<file path="src/rtl/uart_rx_frame_timer_if.sv">
`default_nettype none
// +--------------------------------------------------------------------------+
// | uart_rx_frame_timer_if : control/status bundle for the RX frame timer    |
// | Rev 1.0                                                                  |
// +--------------------------------------------------------------------------+
interface uart_rx_frame_timer_if #(
    parameter int PRESC_W = 6,
    parameter int BIT_W   = 4
);
    logic               cnt_en;
    logic [PRESC_W-1:0] prescale;
    logic [BIT_W-1:0]   frame_bits;
    logic               rx_in;
    logic [PRESC_W-1:0] edge_cnt;
    logic [BIT_W-1:0]   bit_cnt;
    logic               sample_stb;
    logic               bit_done;
    logic               frame_done;
    logic               sampled_bit;
    logic               sampled_valid;

    modport master (
        output cnt_en, prescale, frame_bits, rx_in,
        input  edge_cnt, bit_cnt, sample_stb, bit_done, frame_done,
        input  sampled_bit, sampled_valid
    );

    modport slave (
        input  cnt_en, prescale, frame_bits, rx_in,
        output edge_cnt, bit_cnt, sample_stb, bit_done, frame_done,
        output sampled_bit, sampled_valid
    );
endinterface
`default_nettype wire

</file>
<file path="src/rtl/uart_rx_frame_timer.sv">
`default_nettype none
// +--------------------------------------------------------------------------+
// | uart_rx_frame_timer : oversampling edge/bit counter with 3-point vote    |
// | Rev 1.0                                                                  |
// +--------------------------------------------------------------------------+
module uart_rx_frame_timer #(
    parameter int PRESC_W = 6,
    parameter int BIT_W   = 4
) (
    input  logic                   clk,
    input  logic                   rst,
    uart_rx_frame_timer_if.slave   bus
);

    localparam logic [PRESC_W-1:0] c_p_zero = '0;
    localparam logic [PRESC_W-1:0] c_p_one  = PRESC_W'(1);
    localparam logic [PRESC_W-1:0] c_p_min  = PRESC_W'(4);
    localparam logic [BIT_W-1:0]   c_b_zero = '0;
    localparam logic [BIT_W-1:0]   c_b_one  = BIT_W'(1);
    localparam logic [BIT_W-1:0]   c_b_min  = BIT_W'(2);

    typedef enum logic [1:0] {
        ST_IDLE  = 2'd0,
        ST_COUNT = 2'd1,
        ST_DONE  = 2'd2
    } state_t;

    state_t             r_state;
    logic [PRESC_W-1:0] r_edge;
    logic [BIT_W-1:0]   r_bit;
    logic [PRESC_W-1:0] r_p;
    logic [BIT_W-1:0]   r_fb;
    logic [2:0]         r_sr;
    logic               r_sampled_bit;
    logic               r_sampled_valid;

    logic [PRESC_W-1:0] w_p_clamped;
    logic [BIT_W-1:0]   w_fb_clamped;
    logic [PRESC_W-1:0] w_mid;
    logic [PRESC_W-1:0] w_p_last;
    logic               w_in_count;
    logic               w_sample_stb;
    logic               w_third;
    logic               w_bit_done;
    logic               w_frame_done;
    logic               w_majority;

    // Clamp keeps three distinct sample edges inside every bit period.
    assign w_p_clamped  = (bus.prescale < c_p_min)   ? c_p_min : bus.prescale;
    assign w_fb_clamped = (bus.frame_bits < c_b_min) ? c_b_min : bus.frame_bits;

    assign w_mid        = r_p >> 1;
    assign w_p_last     = r_p - c_p_one;
    assign w_in_count   = (r_state == ST_COUNT);
    assign w_third      = (r_edge == (w_mid + c_p_one));
    assign w_sample_stb = w_in_count &&
                          ((r_edge == (w_mid - c_p_one)) || (r_edge == w_mid) || w_third);
    assign w_bit_done   = w_in_count && (r_edge == w_p_last);
    assign w_frame_done = w_bit_done && (r_bit == (r_fb - c_b_one));

    // Vote over the two stored samples plus the one arriving this cycle.
    assign w_majority   = (r_sr[1] & r_sr[0]) | (r_sr[1] & bus.rx_in) | (r_sr[0] & bus.rx_in);

    always_ff @(posedge clk) begin
        if (rst) begin
            r_state         <= ST_IDLE;
            r_edge          <= c_p_zero;
            r_bit           <= c_b_zero;
            r_p             <= c_p_zero;
            r_fb            <= c_b_zero;
            r_sr            <= 3'b000;
            r_sampled_bit   <= 1'b0;
            r_sampled_valid <= 1'b0;
        end else begin
            r_sampled_valid <= 1'b0;
            case (r_state)
                ST_IDLE: begin
                    r_edge <= c_p_zero;
                    r_bit  <= c_b_zero;
                    r_sr   <= 3'b000;
                    if (bus.cnt_en) begin
                        r_p     <= w_p_clamped;
                        r_fb    <= w_fb_clamped;
                        r_state <= ST_COUNT;
                    end
                end
                ST_COUNT: begin
                    if (!bus.cnt_en) begin
                        // Abort discards any partially collected bit.
                        r_state <= ST_IDLE;
                        r_edge  <= c_p_zero;
                        r_bit   <= c_b_zero;
                        r_sr    <= 3'b000;
                    end else begin
                        if (w_sample_stb) begin
                            r_sr <= {r_sr[1:0], bus.rx_in};
                            if (w_third) begin
                                r_sampled_bit   <= w_majority;
                                r_sampled_valid <= 1'b1;
                            end
                        end
                        if (w_frame_done) begin
                            r_state <= ST_DONE;
                            r_edge  <= c_p_zero;
                            r_bit   <= c_b_zero;
                        end else if (w_bit_done) begin
                            r_edge <= c_p_zero;
                            r_bit  <= r_bit + c_b_one;
                        end else begin
                            r_edge <= r_edge + c_p_one;
                        end
                    end
                end
                ST_DONE: begin
                    r_edge <= c_p_zero;
                    r_bit  <= c_b_zero;
                    if (!bus.cnt_en) begin
                        r_state <= ST_IDLE;
                    end
                end
                default: begin
                    r_state <= ST_IDLE;
                    r_edge  <= c_p_zero;
                    r_bit   <= c_b_zero;
                    r_sr    <= 3'b000;
                end
            endcase
        end
    end

    assign bus.edge_cnt      = r_edge;
    assign bus.bit_cnt       = r_bit;
    assign bus.sample_stb    = w_sample_stb;
    assign bus.bit_done      = w_bit_done;
    assign bus.frame_done    = w_frame_done;
    assign bus.sampled_bit   = r_sampled_bit;
    assign bus.sampled_valid = r_sampled_valid;

endmodule
`default_nettype wire

</file>
<file path="src/flat_wrapper.sv">
// flat-port wrapper written by rule: the top's interface ports become plain ports
module uart_rx_frame_timer_flat 
#(
    parameter int PRESC_W = 6,
    parameter int BIT_W   = 4
)
  (clk, rst, bus_cnt_en, bus_prescale, bus_frame_bits, bus_rx_in, bus_edge_cnt, bus_bit_cnt, bus_sample_stb, bus_bit_done, bus_frame_done, bus_sampled_bit, bus_sampled_valid);
  uart_rx_frame_timer_if #(.PRESC_W(PRESC_W), .BIT_W(BIT_W)) bus_i ();
  input  logic clk;
  input  logic rst;
  input wire logic [$bits(bus_i.cnt_en)-1:0] bus_cnt_en;
  input wire logic [$bits(bus_i.prescale)-1:0] bus_prescale;
  input wire logic [$bits(bus_i.frame_bits)-1:0] bus_frame_bits;
  input wire logic [$bits(bus_i.rx_in)-1:0] bus_rx_in;
  output wire logic [$bits(bus_i.edge_cnt)-1:0] bus_edge_cnt;
  output wire logic [$bits(bus_i.bit_cnt)-1:0] bus_bit_cnt;
  output wire logic [$bits(bus_i.sample_stb)-1:0] bus_sample_stb;
  output wire logic [$bits(bus_i.bit_done)-1:0] bus_bit_done;
  output wire logic [$bits(bus_i.frame_done)-1:0] bus_frame_done;
  output wire logic [$bits(bus_i.sampled_bit)-1:0] bus_sampled_bit;
  output wire logic [$bits(bus_i.sampled_valid)-1:0] bus_sampled_valid;
  assign bus_i.cnt_en = bus_cnt_en;
  assign bus_i.prescale = bus_prescale;
  assign bus_i.frame_bits = bus_frame_bits;
  assign bus_i.rx_in = bus_rx_in;
  assign bus_edge_cnt = bus_i.edge_cnt;
  assign bus_bit_cnt = bus_i.bit_cnt;
  assign bus_sample_stb = bus_i.sample_stb;
  assign bus_bit_done = bus_i.bit_done;
  assign bus_frame_done = bus_i.frame_done;
  assign bus_sampled_bit = bus_i.sampled_bit;
  assign bus_sampled_valid = bus_i.sampled_valid;
  uart_rx_frame_timer #(.PRESC_W(PRESC_W), .BIT_W(BIT_W)) u_core (.clk(clk), .rst(rst), .bus(bus_i));
endmodule
</file>
<file path="config.mk">
export PLATFORM = sky130hd
export DESIGN_NAME = uart_rx_frame_timer_flat
export DESIGN_NICKNAME = d
export VERILOG_FILES = /design/src/rtl/uart_rx_frame_timer_if.sv /design/src/rtl/uart_rx_frame_timer.sv /design/src/flat_wrapper.sv
export SDC_FILE = /design/constraint.sdc
export NUM_CORES = 1
export LEC_CHECK = 0
export CAP_MARGIN = 5
export CORE_ASPECT_RATIO = 1.2
export CORE_UTILIZATION = 38
export DETAILED_ROUTE_END_ITERATION = 12
export PLACE_DENSITY = 0.64
export SYNTH_ARGS = -nofsm -noshare
export SYNTH_HDL_FRONTEND = slang
export SYNTH_SLANG_ARGS = --single-unit
export TNS_END_PERCENT = 50
</file>
<file path="constraint.sdc">
create_clock -name clk -period 4.2 [get_ports clk]
set_clock_uncertainty 0.05 [all_clocks]
set_input_delay 0.84 -clock clk [delete_from_list [all_inputs] [get_ports clk]]
set_output_delay 0.84 -clock clk [all_outputs]
set_load 0.05 [all_outputs]
</file>
==> flow_summary.toml <==
[outcome]
status = "complete, no violations"

[placement]
place_area_sq_mm = 0.001898
place_inst = 266
pre_cts_slack_ps = 363.0
place_congestion = 0.8742
hpwl_microns = 2650
portBuffers = 28

[logic_synthesis]
ys_seq_elements = 26
syn-instance-count = 193
async_flop_share = 0
syn-num-nets = 214
syn_area_sq_mm = 0.001597
yosysSeqAreaShare = 0.3260
ys.flop_type = "dfxtp_1"
synth-edff-count = 0
ys_types = 42
synth_warnings = 0
syn_area_per_cell_sq_um = 8.272

[setup_path]
cp-end-kind = "output port"
crit_fanout = 10
ff2ff_setup_slack_ps = 1660
cp-start-kind = "flop"
arrival_ps = 2970
worstSetupPathType = "reg -> out"
critPathRequiredTime_ps = 3310

[drt]
drc = 0
vias_per_cell = 4.978
firstDrtPassIters = 4
vias = 1344
routedWlPerCell_microns = 12.54
drt-total-wl_microns = 3387
ant_nets = 0
drt_first_iter_violations = 32

[power_and_ir_drop]
vdd.ir_drop.worst_v = 0.0001873
power.leakage_nw = 0.7902
power_density_mw_per_mm2 = 295.1
fin_total_pwr_mw = 0.5827

[sta]
hold_violations = 0
fmax_mhz = 259.3
slew_violations = 0
fin_hold_ws_ps = 435.4
rsz0062_at_grt = "no"
setup_tns_ps = 0
worstMarginPinSlew_ps = 617.0
fin_ws_ps = 342.8
post-route-period-util = 0.9184
final_period_minus_worst_setup_slack_ps = 3857
setup_viol = 0
max_slew_margin = 0.5855

[clocking]
cts_hold_buf = 0
cts_buffer_depth = 2
cts_setup_buffers = 0
h-tree-depth = 1
cts_root_buffer = "clkbuf_8"
clkTransAtPathRegs_ps = 90
cts.sinks = 26
cts_buffers = 3
insertion_delay_ps = 270
cts_tree = "done"

[global_routing]
grt_pass1_wl_microns = 5616
grt_max_degree = 18
antenna_found_initial = 0
grt_overflow = 0
grt_pass1_vias = 1223
grt_use_total = 0.1707

[finish]
most-common-layout-cells = "clkdlybuf4s50_1 (26), dfxtp_1 (26), nor2_1 (20), xnor2_1 (20), nand2_1 (16)"
fin_cells = 270
utilization = 0.4970
drive_above_1_share = 0.05093
postLayoutCellArea_sq_mm = 0.001974
areaGrowthSynthToFinish_pct = 23.67
diodes = 0
final_nets = 238

[floorplanning]
die_height_microns = 73.01
placementRows = 25
die_area_sq_mm = 0.004466
die_w_microns = 61.17
initial_core_util = 0.4019
boundaryPins = 29
core-area_sq_mm = 0.003973

[run]
max_cap_violations = 0

[min_path]
hold_class = "reg -> reg"
sequential cells by signal, summed over array words and instances (netlist names):
register	cells
u_core.bus.edge_cnt	6
u_core.r_p	6
u_core.bus.bit_cnt	4
u_core.r_fb	4
u_core.r_sr	2
u_core.r_state	2
u_core.bus.sampled_bit	1
u_core.bus.sampled_valid	1
critical path: stages (launching register included):
cell and delay [ps]:
dfxtp_1 520, inv_1 140, ha_1 300, xnor2_1 210
nand2b_1 100, nor4_2 220, a21oi_1 150, a21boi_0 230
clkdlybuf4s50_1 840
cells in the mapped netlist (2+ instances only):
cell,count,area share
a211oi_1,2,0.0094
a21boi_0,2,0.0094
a21oi_1,8,0.025
a221oi_1,2,0.011
a22oi_1,2,0.0094
and2_1,3,0.012
and3_1,4,0.016
buf_2,3,0.0094
clkbuf_1,4,0.0094
dfxtp_1,26,0.33
ha_1,7,0.055
inv_1,9,0.021
mux2i_1,4,0.025
nand2_1,16,0.038
nand2_2,2,0.0078
nand2b_1,4,0.016
nand3_1,12,0.038
nand3b_1,2,0.0094
nor2_1,20,0.047
nor3_1,6,0.019
nor4_1,3,0.012
xnor2_1,20,0.11
xor2_1,13,0.071
timing repair:
action                                  in CTS  in global routing
gates resized for setup                      0                  2
hold endpoints to repair                     0                  0
endpoints found under the setup margin       0                  2
path summary, 6_finish.rpt:
check	startpoint	to	depth (start not counted)
worst min-delay path	u_core.r_sr[1]	u_core.r_sr[1]	2
worst min register to register	u_core.r_sr[1]	u_core.r_sr[1]	2
worst max register to register	u_core.r_p[2]	u_core.r_state[0]	8
worst max-delay path	u_core.r_p[2]	bus_sample_stb	8
area by class of cell:
type | instances | area (sq um)
Timing Repair Buffer | 29 | 292.8
Multi-Input combinational cell | 148 | 988.4
Inverter | 9 | 33.78
Clock buffer | 3 | 41.29
Tap cell | 54 | 67.56
Fill cell | 390 | 1998
Clock inverter | 1 | 30.03
Sequential cell | 26 | 520.5
cell families (layout without fill, tap and decap cells):
kind of cell,Yosys count,count (layout),synth area share
buffers and inverters,19,42,0.05485
adders and majority gates,8,8,0.06113
DFF,26,26,0.3260
xor gates and xnor gates,33,33,0.1810
muxes,4,4,0.02508
and+or+nand+nor,79,79,0.2484
AOI/OAI and AO/OA,24,24,0.1034
layer usage:
layer	wire length, microns	up-vias	share of wire	global-route usage
met5	0	-	0	0
met4	63	0	0.019	0.06818
met3	75	4	0.022	0.02837
met2	1700	19	0.50	0.2742
met1	1548	622	0.46	0.2233
li1	-	699	-	-
where the power goes:
group | switching, mW | internal (mW) | leakage [nW]
registers | 0.0122 | 0.254 | 0.212
logic | 0.0555 | 0.0526 | 0.543
clock network | 0.0806 | 0.128 | 0.0357
total | 0.148 | 0.434 | 0.790
No activity file was read; power rests on OpenSTA's default activity.
